**config.mk**
```make
export PLATFORM = sky130hd
export DESIGN_NAME = instr_fetch
export DESIGN_NICKNAME = d
export VERILOG_FILES = /design/src/rtl/instr_fetch.sv
export SDC_FILE = /design/constraint.sdc
export NUM_CORES = 1
export LEC_CHECK = 0
export BUFFER_PORTS_ARGS = -buffer_cell sky130_fd_sc_hd__buf_4
export CAP_MARGIN = 20
export CORE_MARGIN = 2
export CORE_UTILIZATION = 25
export DETAILED_ROUTE_END_ITERATION = 8
export PLACE_DENSITY_LB_ADDON = 0.1
export SETUP_SLACK_MARGIN = 0.15
export SLEW_MARGIN = 10
export SYNTH_ARGS = -nofsm -noshare
export SYNTH_HDL_FRONTEND = slang
export SYNTH_SLANG_ARGS = --single-unit
export TNS_END_PERCENT = 20
```
**constraint.sdc**
```tcl
create_clock -name clk -period 2.8 [get_ports clk]
set_input_delay 0.28 -clock clk [delete_from_list [all_inputs] [get_ports clk]]
set_output_delay 0.28 -clock clk [all_outputs]
set_load 0.05 [all_outputs]
```
**src/rtl/instr_fetch.sv**
```systemverilog
// Instruction fetch stage: reads the word at the PC, checks odd parity, absorbs
// the EXTEND prefix and presents opcode/operand to the decoder over valid/ready.
module instr_fetch #(
  parameter int          MEM_TIMEOUT = 15,
  parameter logic [14:0] EXTEND_WORD = 15'o00006
) (
  input  logic        clk,
  input  logic        rst_n,
  input  logic        run,
  input  logic [11:0] pc_addr,
  output logic        pc_enable,
  input  logic        flush,
  output logic        mem_req,
  output logic [11:0] mem_addr,
  input  logic        mem_ack,
  input  logic [15:0] mem_data,
  output logic        inst_valid,
  input  logic        inst_ready,
  output logic [2:0]  inst_opcode,
  output logic [11:0] inst_operand,
  output logic        inst_extended,
  output logic        parity_err,
  output logic        timeout_err
);

  typedef enum logic [2:0] {
    S_IDLE,
    S_REQ,
    S_WAIT,
    S_ADV,
    S_HOLD,
    S_ERR
  } state_t;

  localparam logic [7:0] TIMEOUT_LAST = 8'(MEM_TIMEOUT - 1);

  state_t      state_reg, state_next;
  logic [11:0] addr_reg, addr_next;
  logic [15:0] data_reg, data_next;
  logic [7:0]  cnt_reg, cnt_next;
  logic        ext_pending_reg, ext_pending_next;
  logic [2:0]  opcode_reg, opcode_next;
  logic [11:0] operand_reg, operand_next;
  logic        extended_reg, extended_next;
  logic        parity_err_reg, parity_err_next;
  logic        timeout_err_reg, timeout_err_next;

  logic word_ok;
  logic is_extend;

  // AGC words carry odd parity over all 16 bits.
  assign word_ok   = ^data_reg;
  assign is_extend = (data_reg[14:0] == EXTEND_WORD);

  always_ff @(posedge clk or negedge rst_n) begin
    if (!rst_n) begin
      state_reg       <= S_IDLE;
      addr_reg        <= '0;
      data_reg        <= '0;
      cnt_reg         <= '0;
      ext_pending_reg <= 1'b0;
      opcode_reg      <= '0;
      operand_reg     <= '0;
      extended_reg    <= 1'b0;
      parity_err_reg  <= 1'b0;
      timeout_err_reg <= 1'b0;
    end else begin
      state_reg       <= state_next;
      addr_reg        <= addr_next;
      data_reg        <= data_next;
      cnt_reg         <= cnt_next;
      ext_pending_reg <= ext_pending_next;
      opcode_reg      <= opcode_next;
      operand_reg     <= operand_next;
      extended_reg    <= extended_next;
      parity_err_reg  <= parity_err_next;
      timeout_err_reg <= timeout_err_next;
    end
  end

  always_comb begin
    state_next       = state_reg;
    addr_next        = addr_reg;
    data_next        = data_reg;
    cnt_next         = cnt_reg;
    ext_pending_next = ext_pending_reg;
    opcode_next      = opcode_reg;
    operand_next     = operand_reg;
    extended_next    = extended_reg;
    parity_err_next  = parity_err_reg;
    timeout_err_next = timeout_err_reg;

    case (state_reg)
      S_IDLE: begin
        if (run) state_next = S_REQ;
      end
      S_REQ: begin
        addr_next = pc_addr;
        cnt_next  = '0;
        if (flush) begin
          ext_pending_next = 1'b0;
          state_next       = S_REQ;
        end else begin
          state_next = S_WAIT;
        end
      end
      S_WAIT: begin
        // A flush outranks an ack arriving in the same cycle.
        if (flush) begin
          cnt_next         = '0;
          ext_pending_next = 1'b0;
          state_next       = S_REQ;
        end else if (mem_ack) begin
          data_next  = mem_data;
          cnt_next   = '0;
          state_next = S_ADV;
        end else if (cnt_reg == TIMEOUT_LAST) begin
          timeout_err_next = 1'b1;
          state_next       = S_ERR;
        end else begin
          cnt_next = cnt_reg + 8'd1;
        end
      end
      S_ADV: begin
        if (!word_ok) begin
          parity_err_next = 1'b1;
          state_next      = S_ERR;
        end else if (flush) begin
          ext_pending_next = 1'b0;
          state_next       = S_REQ;
        end else if (is_extend && !ext_pending_reg) begin
          ext_pending_next = 1'b1;
          state_next       = S_REQ;
        end else begin
          opcode_next      = data_reg[14:12];
          operand_next     = data_reg[11:0];
          extended_next    = ext_pending_reg;
          ext_pending_next = 1'b0;
          state_next       = S_HOLD;
        end
      end
      S_HOLD: begin
        if (flush) begin
          ext_pending_next = 1'b0;
          state_next       = S_REQ;
        end else if (inst_ready) begin
          state_next = run ? S_REQ : S_IDLE;
        end
      end
      S_ERR: begin
        state_next = S_ERR;
      end
      default: begin
        state_next = S_IDLE;
      end
    endcase
  end

  // In REQ the address is taken straight from the PC so it is valid alongside mem_req.
  assign mem_req       = (state_reg == S_REQ) || (state_reg == S_WAIT);
  assign mem_addr      = (state_reg == S_REQ) ? pc_addr : addr_reg;
  assign pc_enable     = (state_reg == S_ADV) && word_ok;
  assign inst_valid    = (state_reg == S_HOLD);
  assign inst_opcode   = opcode_reg;
  assign inst_operand  = operand_reg;
  assign inst_extended = extended_reg;
  assign parity_err    = parity_err_reg;
  assign timeout_err   = timeout_err_reg;

endmodule

```
After elaboration in Yosys (flattened, before gate mapping) --
Index checks and enable logic that the tools add are counted.
Storage, ports and cells: flip-flop bits (word level) 58, bits in latches 0, bits in writable memories 0, memory bits (read-only) 0, bits of input ports 34, output and inout port bits 33, word-level logic and storage cells 66, memories 0
Cells by class: add/subtract/negate cells 1, multiply operators 0, divide/modulo/power cells 0, magnitude comparators 0, eq/ne operators 13, shift-type cells 0, multiplexer cells 22, bitwise logic cells 4, reductions and logical operators 16
Operators with widths (count):
- $mux 3 | 9
- $mux 8 | 3
- $pmux 3 s6 | 1
- $pmux 8 s2 | 1
- $reduce_xor 16->1 | 1
- $eq 15x3->1 const B | 1
- $mux 12 | 1
- $reduce_and 3->1 | 3
- $add 8x1->8 const B | 1
- $eq 8x4->1 const B | 1
- $ne 4x4->1 const B | 2
- $reduce_and 4->1 | 2
- $eq 3x2->1 const B | 2
- $eq 3x3->1 const B | 2
- $mux 1 | 5
- $ne 2x2->1 const B | 2
- $not 1->1 | 4
- $reduce_and 2->1 | 2
- $reduce_bool 2->1 | 2
- $eq 3x1->1 const B | 1
- $logic_not 3->1 | 1
- $ne 3x2->1 const B | 1
- $reduce_or 3->1 | 1
- $logic_and 1x1->1 | 2
- 5 further kinds | 5

Depth between registers and ports, before layout --
Gate-level depths: netlist of run 1.
word-level depth 6, depth in mapped cells 9

Worst setup path after synthesis of run 1 --
No wires, ideal clock.
path type reg2reg, start register data_reg[4], end register extended_reg, in the netlist inst_extended, setup time 0.125 ns, arrival time 2.369 ns, slack 0.306 ns, cell stages (with the launch flop) 10, path buffers 2, clock period less this slack 2.494 ns, cells stage by stage dfrtp_1 inv_1 ha_1 xor2_1 xnor3_2 xor2_1 or3_1 buf_6 buf_12 mux2_4
On the way: longest elaborated chain between the ends 4, elaborated cells on any way between the ends 5, those cells by class 1 x eq/ne; 1 x bitwise; 3 x reduce/logical
Ends and longest elaborated chain:
- start: declaration | RTL line 39 | logic [15:0] data_reg, data_next;
- start signal: assignment | RTL line 70 | data_reg <= data_next;
- $eq 15x3->1 | RTL line 53 | assign is_extend = (data_reg[14:0] == EXTEND_WORD);
- $logic_and 1x1->1 | RTL line 131 | end else if (is_extend && !ext_pending_reg) begin
- $not 1->1 (no line)
- $reduce_and 4->1 (no line) (*)
- end signal: assignment | RTL line 75 | extended_reg <= extended_next;
- end: declaration | RTL line 44 | logic extended_reg, extended_next;
Mark *: on every way between the ends. The rest lies on a longest branch, timed or not. A chain may end at the register's enable or synchronous reset.

Final worst setup path of run 1 --
start register data_reg[12], end register opcode_reg[2], in the netlist inst_opcode[2]
On the way: longest elaborated chain between the ends 4, elaborated cells on any way between the ends 5, those cells by class 1 x eq/ne; 1 x bitwise; 3 x reduce/logical
Ends and longest elaborated chain:
- $eq 15x3->1 | RTL line 53
- $logic_and 1x1->1 | RTL line 131
- $not 1->1 (no line)
- $reduce_and 4->1 (no line) (*)
- end signal: assignment | RTL line 73 | opcode_reg <= opcode_next;
- end: declaration | RTL line 42 | logic [2:0] opcode_reg, opcode_next;
Marks and branches as above.

==> results.py, run 1 <==
metrics = {
    "placement": {
        "port-buffer-count": 66,
        "place_inst": 427,
        "placed_area_sq_um": 3480,
        "place_congestion": 0.727,
        "hpwl_mm": 4.41,
    },
    "critical_path": {
        "rr_worst_depth": 8,
        "cp_top_family": "XOR/XNOR gates",
        "startpoint_type": "register",
        "critPathLaunch": "data_reg[12]",
        "cp_data_required_time_ns": 3.02,
        "criticalPathCategory": "reg2reg",
        "crit_fanout": 16,
        "critPathCaptureType": "register",
        "critPathMaxStageDelay_ns": 0.47,
        "cp.arrival_ns": 2.74,
        "critPathSlowestCell": "xnor3_2",
        "path_depth": 8,
        "rr_startpoint": "data_reg[12]",
        "crit_buf_inv": 2,
        "path_cells": "inv_1, ha_1, xnor2_1, xnor3_2, xor2_1, or3_1, buf_12, mux2_4",
    },
    "drt": {
        "drt_iter0_drc": 45,
        "drtPass1Iterations": 4,
        "via_per_inst": 4.38,
        "drc": 0,
        "vias": 1938,
        "ant_nets": 0,
        "routed_wl_mm": 6.24,
        "routedWlPerCell_um": 14.1,
    },
    "clock_network": {
        "cts_sinks": 58,
        "htreeDepth": 3,
        "cts_root_buf": "clkbuf_8",
        "worstSkewPairLatency_ns": 0.34,
        "cts_buffers": 9,
        "clk_path_buf_depth": 2,
        "clk_pin_slew_worst_paths_ns": 0.07,
        "cts_tree": "yes",
    },
    "die": {
        "start_util_pct": 25.8,
        "num_rows": 38,
        "coreArea_sq_um": 10900,
        "dieArea_sq_um": 12100,
        "ioPinCount": 67,
        "die_h_um": 110,
        "die_w_um": 110,
    },
    "final_layout": {
        "finish.utilization_pct": 33.6,
        "regArea_sq_um": 1450,
        "multi_input_area_sq_um": 1250,
        "antenna_cells": 0,
        "drive_above_1_share_pct": 45.0,
        "final_nets": 342,
        "instances_no_fill": 442,
        "synthToLayoutAreaGrowth_pct": 30.4,
        "fillerInstances": 1123,
        "largest_reg_flops": 16,
        "finalInstanceArea_sq_um": 3660,
    },
    "timing": {
        "fin_tns_setup_ns": 0,
        "fmax_mhz": 396,
        "timing.final.crit_share_pct": 90.1,
        "worst_pin_slew_ns": 0.769,
        "slew_headroom_pct": 48.8,
        "slew_viol_final": 0,
        "grt_setup_unrepaired": "no",
        "setup_viol": 0,
        "period_needed_ns": 2.52,
        "hold_viol": 0,
        "skew_ns": 0.00519,
    },
    "synthesis": {
        "synth_cells": 225,
        "ys_seq_elements": 58,
        "yosys_warnings": 0,
        "yosysMostFrequentCell": "dfrtp_1",
        "yosysSeqAreaShare_pct": 51.7,
        "avgSynthCellArea_sq_um": 12.5,
        "syn_nets": 268,
        "async_flop_share_pct": 100,
        "synth.top_cell.area_share_pct": 51.7,
        "synth_edf_count": 0,
        "ys_types": 41,
        "synth_common_cells": "dfrtp_1, mux2_2, inv_1, mux2_4, nand2_1",
        "synth_area_sq_um": 2810,
        "synthTopCellsByArea": "dfrtp_1, mux2_2, mux2_4, ha_1, inv_1",
        "synthFlopType": "dfrtp_1",
        "yosys.area.top_type": "dfrtp_1",
    },
    "grt": {
        "grt_start_max_net_pins": 59,
        "antenna_found_initial": 0,
        "grt.total_usage_pct": 11.4,
        "grt_overflow": 0,
        "grt_pass1_vias": 1905,
        "grt_pass1_wl_mm": 10.0,
    },
    "flow_run": {
        "drv_cap": 0,
    },
    "worst_hold_path": {
        "hold_class": "in2async",
    },
    "status": {
        "status": "finished clean",
    },
}
## metrics by stage
step                      hold slack [ns]  worst slack [ns]
final                              0.0107             0.278
after global routing               0.0694             0.169
after CTS                          0.0383             0.185
after detailed placement            0.416             0.215
after global placement              0.431             0.207
after floorplan                   -0.0156             0.306
## final cells by class
class,count,area share (%)
clock buffer,11,3.87
clock inverter,3,0.479
inverter,15,1.54
multi-input combinational,142,34.2
sequential,58,39.7
tap,140,4.79
timing repair buffer,73,15.4
## routing by layer
| metal | vias up | part of all wire [%] | track usage, % | routed length (um) |
|---|---|---|---|---|
| met5 | - | 0 | 0 | 0 |
| met4 | 0 | 1.7 | 4.34 | 106 |
| met3 | 9 | 6.4 | 4.86 | 398 |
| met2 | 56 | 46 | 16.8 | 2870 |
| met1 | 933 | 46 | 14.6 | 2870 |
| li1 | 940 | - | - | - |
## cells in the final DEF (no fill, tap or decap), drive strengths merged, types with 3 or more instances in the layout
cell / count
dfrtp: 58
nand3: 6
mux2: 44
ha: 9
inv: 15
nand2: 10
a21oi: 5
nor2b: 4
xor2: 5
clkbuf: 11
xnor2: 4
buf: 73
nor2: 7
o21ai: 8
nand2b: 3
## path summary, 6_finish.rpt
path                       slack (ns)               to
hold / removal                   0.01     data_reg[11]
hold reg to reg                  0.49      timeout_err
min in group clk                 0.18      data_reg[8]
max in group asynchronous        2.27  inst_operand[2]
setup / recovery                 0.28   inst_opcode[2]
setup reg to reg                 0.28   inst_opcode[2]
## what timing repair did
item | in CTS | in global routing
cloned | 0 | 0
resized for setup | 2 | 1
pin swaps | 0 | 1
hold endpoints to repair | 0 | 0
setup endpoints to repair | 1 | 17
setup buffers | 0 | 1
hold buffers | 0 | 0
## cells by family (layout without fill, tap and decap cells)
| kind of cell | Yosys count | in the layout | synth area share [%] |
|---|---|---|---|
| AOI/OAI and AO/OA | 30 | 30 | 7.05 |
| xor gates and xnor gates | 11 | 11 | 4.55 |
| adders and majority gates | 9 | 9 | 4.01 |
| buffers and inverters | 25 | 102 | 4.19 |
| DFF | 58 | 58 | 51.7 |
| muxes | 46 | 46 | 19.7 |
| and+or+nand+nor | 46 | 46 | 8.74 |
Power of run 1 is not shown: default switching activity piles up to over one toggle a cycle in this logic, so the estimate is an artifact.
==> run 2, diff against run 1 <==
--- a/config.mk
+++ b/config.mk
@@ -10,7 +10,7 @@
 export CORE_MARGIN = 2
 export CORE_UTILIZATION = 25
 export DETAILED_ROUTE_END_ITERATION = 8
-export PLACE_DENSITY_LB_ADDON = 0.1
+export PLACE_DENSITY = 0.47
 export SETUP_SLACK_MARGIN = 0.15
 export SLEW_MARGIN = 10
 export SYNTH_ARGS = -nofsm -noshare
==> results.py, run 2 (synthesis gave the netlist of run 1 again) <==
metrics = {
    "die": {
        "die_w_um": 110,
        "die_h_um": 110,
        "start_util_pct": 25.8,
        "ioPinCount": 67,
        "coreArea_sq_um": 10900,
        "dieArea_sq_um": 12100,
        "num_rows": 38,
    },
    "final_layout": {
        "antenna_cells": 0,
        "drive_above_1_share_pct": 44.9,
        "layout_common_cells": "buf_4, dfrtp_1, mux2_2",
        "largest_reg_flops": 16,
        "final_common_cell": "buf_4",
        "final_nets": 343,
        "instances_no_fill": 443,
        "synthToLayoutAreaGrowth_pct": 29.9,
        "finalInstanceArea_sq_um": 3640,
        "finish.utilization_pct": 33.5,
    },
    "clock_network": {
        "cts_sinks": 58,
        "cts_buffers": 9,
        "cts_root_buf": "clkbuf_8",
        "clk_pin_slew_worst_paths_ns": 0.07,
        "worstSkewPairLatency_ns": 0.34,
        "cts_tree": "yes",
        "clk_path_buf_depth": 2,
        "htreeDepth": 3,
        "cts_hold_buf": 0,
    },
    "drt": {
        "vias": 1942,
        "met1_length_mm": 2.69,
        "met3_length_um": 350,
        "ant_nets": 0,
        "met2WireLength_mm": 3.03,
        "routed_wl_mm": 6.14,
        "routed.top_layer": "met4",
        "routedWlPerCell_um": 13.9,
        "drtPass1Iterations": 4,
        "drc": 0,
        "drt_iter0_drc": 69,
        "via_per_inst": 4.38,
    },
    "critical_path": {
        "cp.arrival_ns": 2.78,
        "critPathCaptureType": "register",
        "startpoint_type": "register",
        "criticalPathCategory": "reg2reg",
        "crit_fanout": 16,
        "cp_data_required_time_ns": 3.02,
    },
    "timing": {
        "grt_setup_unrepaired": "no",
        "skew_ns": 0.0102,
        "fmax_mhz": 391,
        "fin_tns_setup_ns": 0,
        "slew_viol_final": 0,
        "hold_viol": 0,
        "timing.final.crit_share_pct": 91.5,
        "setup_viol": 0,
        "slew_headroom_pct": 48.2,
        "period_needed_ns": 2.56,
        "worst_pin_slew_ns": 0.777,
    },
    "grt": {
        "grt.total_usage_pct": 11.0,
        "grt_pass1_vias": 1969,
        "antenna_found_initial": 0,
        "grt_overflow": 0,
        "grt_pass1_wl_mm": 10.0,
        "grt_start_max_net_pins": 59,
    },
    "placement": {
        "place_inst": 428,
        "hpwl_mm": 4.41,
        "place_congestion": 0.769,
        "placed_area_sq_um": 3470,
        "port-buffer-count": 66,
    },
    "worst_hold_path": {
        "hold_class": "in2async",
    },
    "flow_run": {
        "drv_cap": 0,
    },
    "status": {
        "status": "finished clean",
    },
}
[run 2: cell count changes in the layout (fill, tap and decap cells not counted)]
cell,previous run,this run
xnor2_2,1,0
buf_12,1,0
xnor2_1,3,4
buf_4,71,73
[run 2: worst paths after layout]
kind,from,end,slack [ns],cells past startpoint
max,data_reg[8],inst_operand[9],0.24,8
min,rst_n,inst_operand[6],0.008,1
max reg2reg,data_reg[8],inst_operand[9],0.24,8
min reg2reg,timeout_err,timeout_err,0.48,1
max in group asynchronous,rst_n,cnt_reg[0],2.26,1
min in group clk,mem_data[6],data_reg[6],0.17,2
[run 2: timing repair]
item / 4_1_cts / 5_1_grt
resized for setup: 2 / 0
gates cloned: 0 / 0
pin swaps: 0 / 1
endpoints found under the setup margin: 1 / 17
buffers inserted: 0 / 1
[run 2: worst max-delay path, cell delays in order, from the launching register on]
cell and delay [ns]:
dfrtp_1 0.36, inv_1 0.06, ha_1 0.31, xnor2_1 0.23, xnor3_2 0.39, xor2_1 0.19
or3_1 0.35, buf_4 0.23, mux2_4 0.32
[run 2: area by class of cell]
cell class / instances / area, sq um
clock inverters: 3 / 17.5
multi-input cells: 142 / 1240
inverters: 15 / 56.3
fillers: 1127 / 7240
flip-flops and latches: 58 / 1450
repair buffers: 74 / 559
clock buffers: 11 / 141
well taps: 140 / 175
[run 2: through the flow]
stage	worst slack, ns	hold WS (ns)
finish	0.239	0.00751
global placement	0.217	0.409
detailed placement	0.204	0.413
global route	0.150	0.0850
floorplan	0.306	-0.0156
CTS	0.163	0.0376
[run 2: metal layers]
metal / vias up / GRT usage, %
li1: 941 / -
met1: 938 / 13.9
met2: 53 / 17.4
met3: 10 / 3.50
met4: 0 / 4.16
met5: - / 0
Power of run 2 is left out for the same reason.
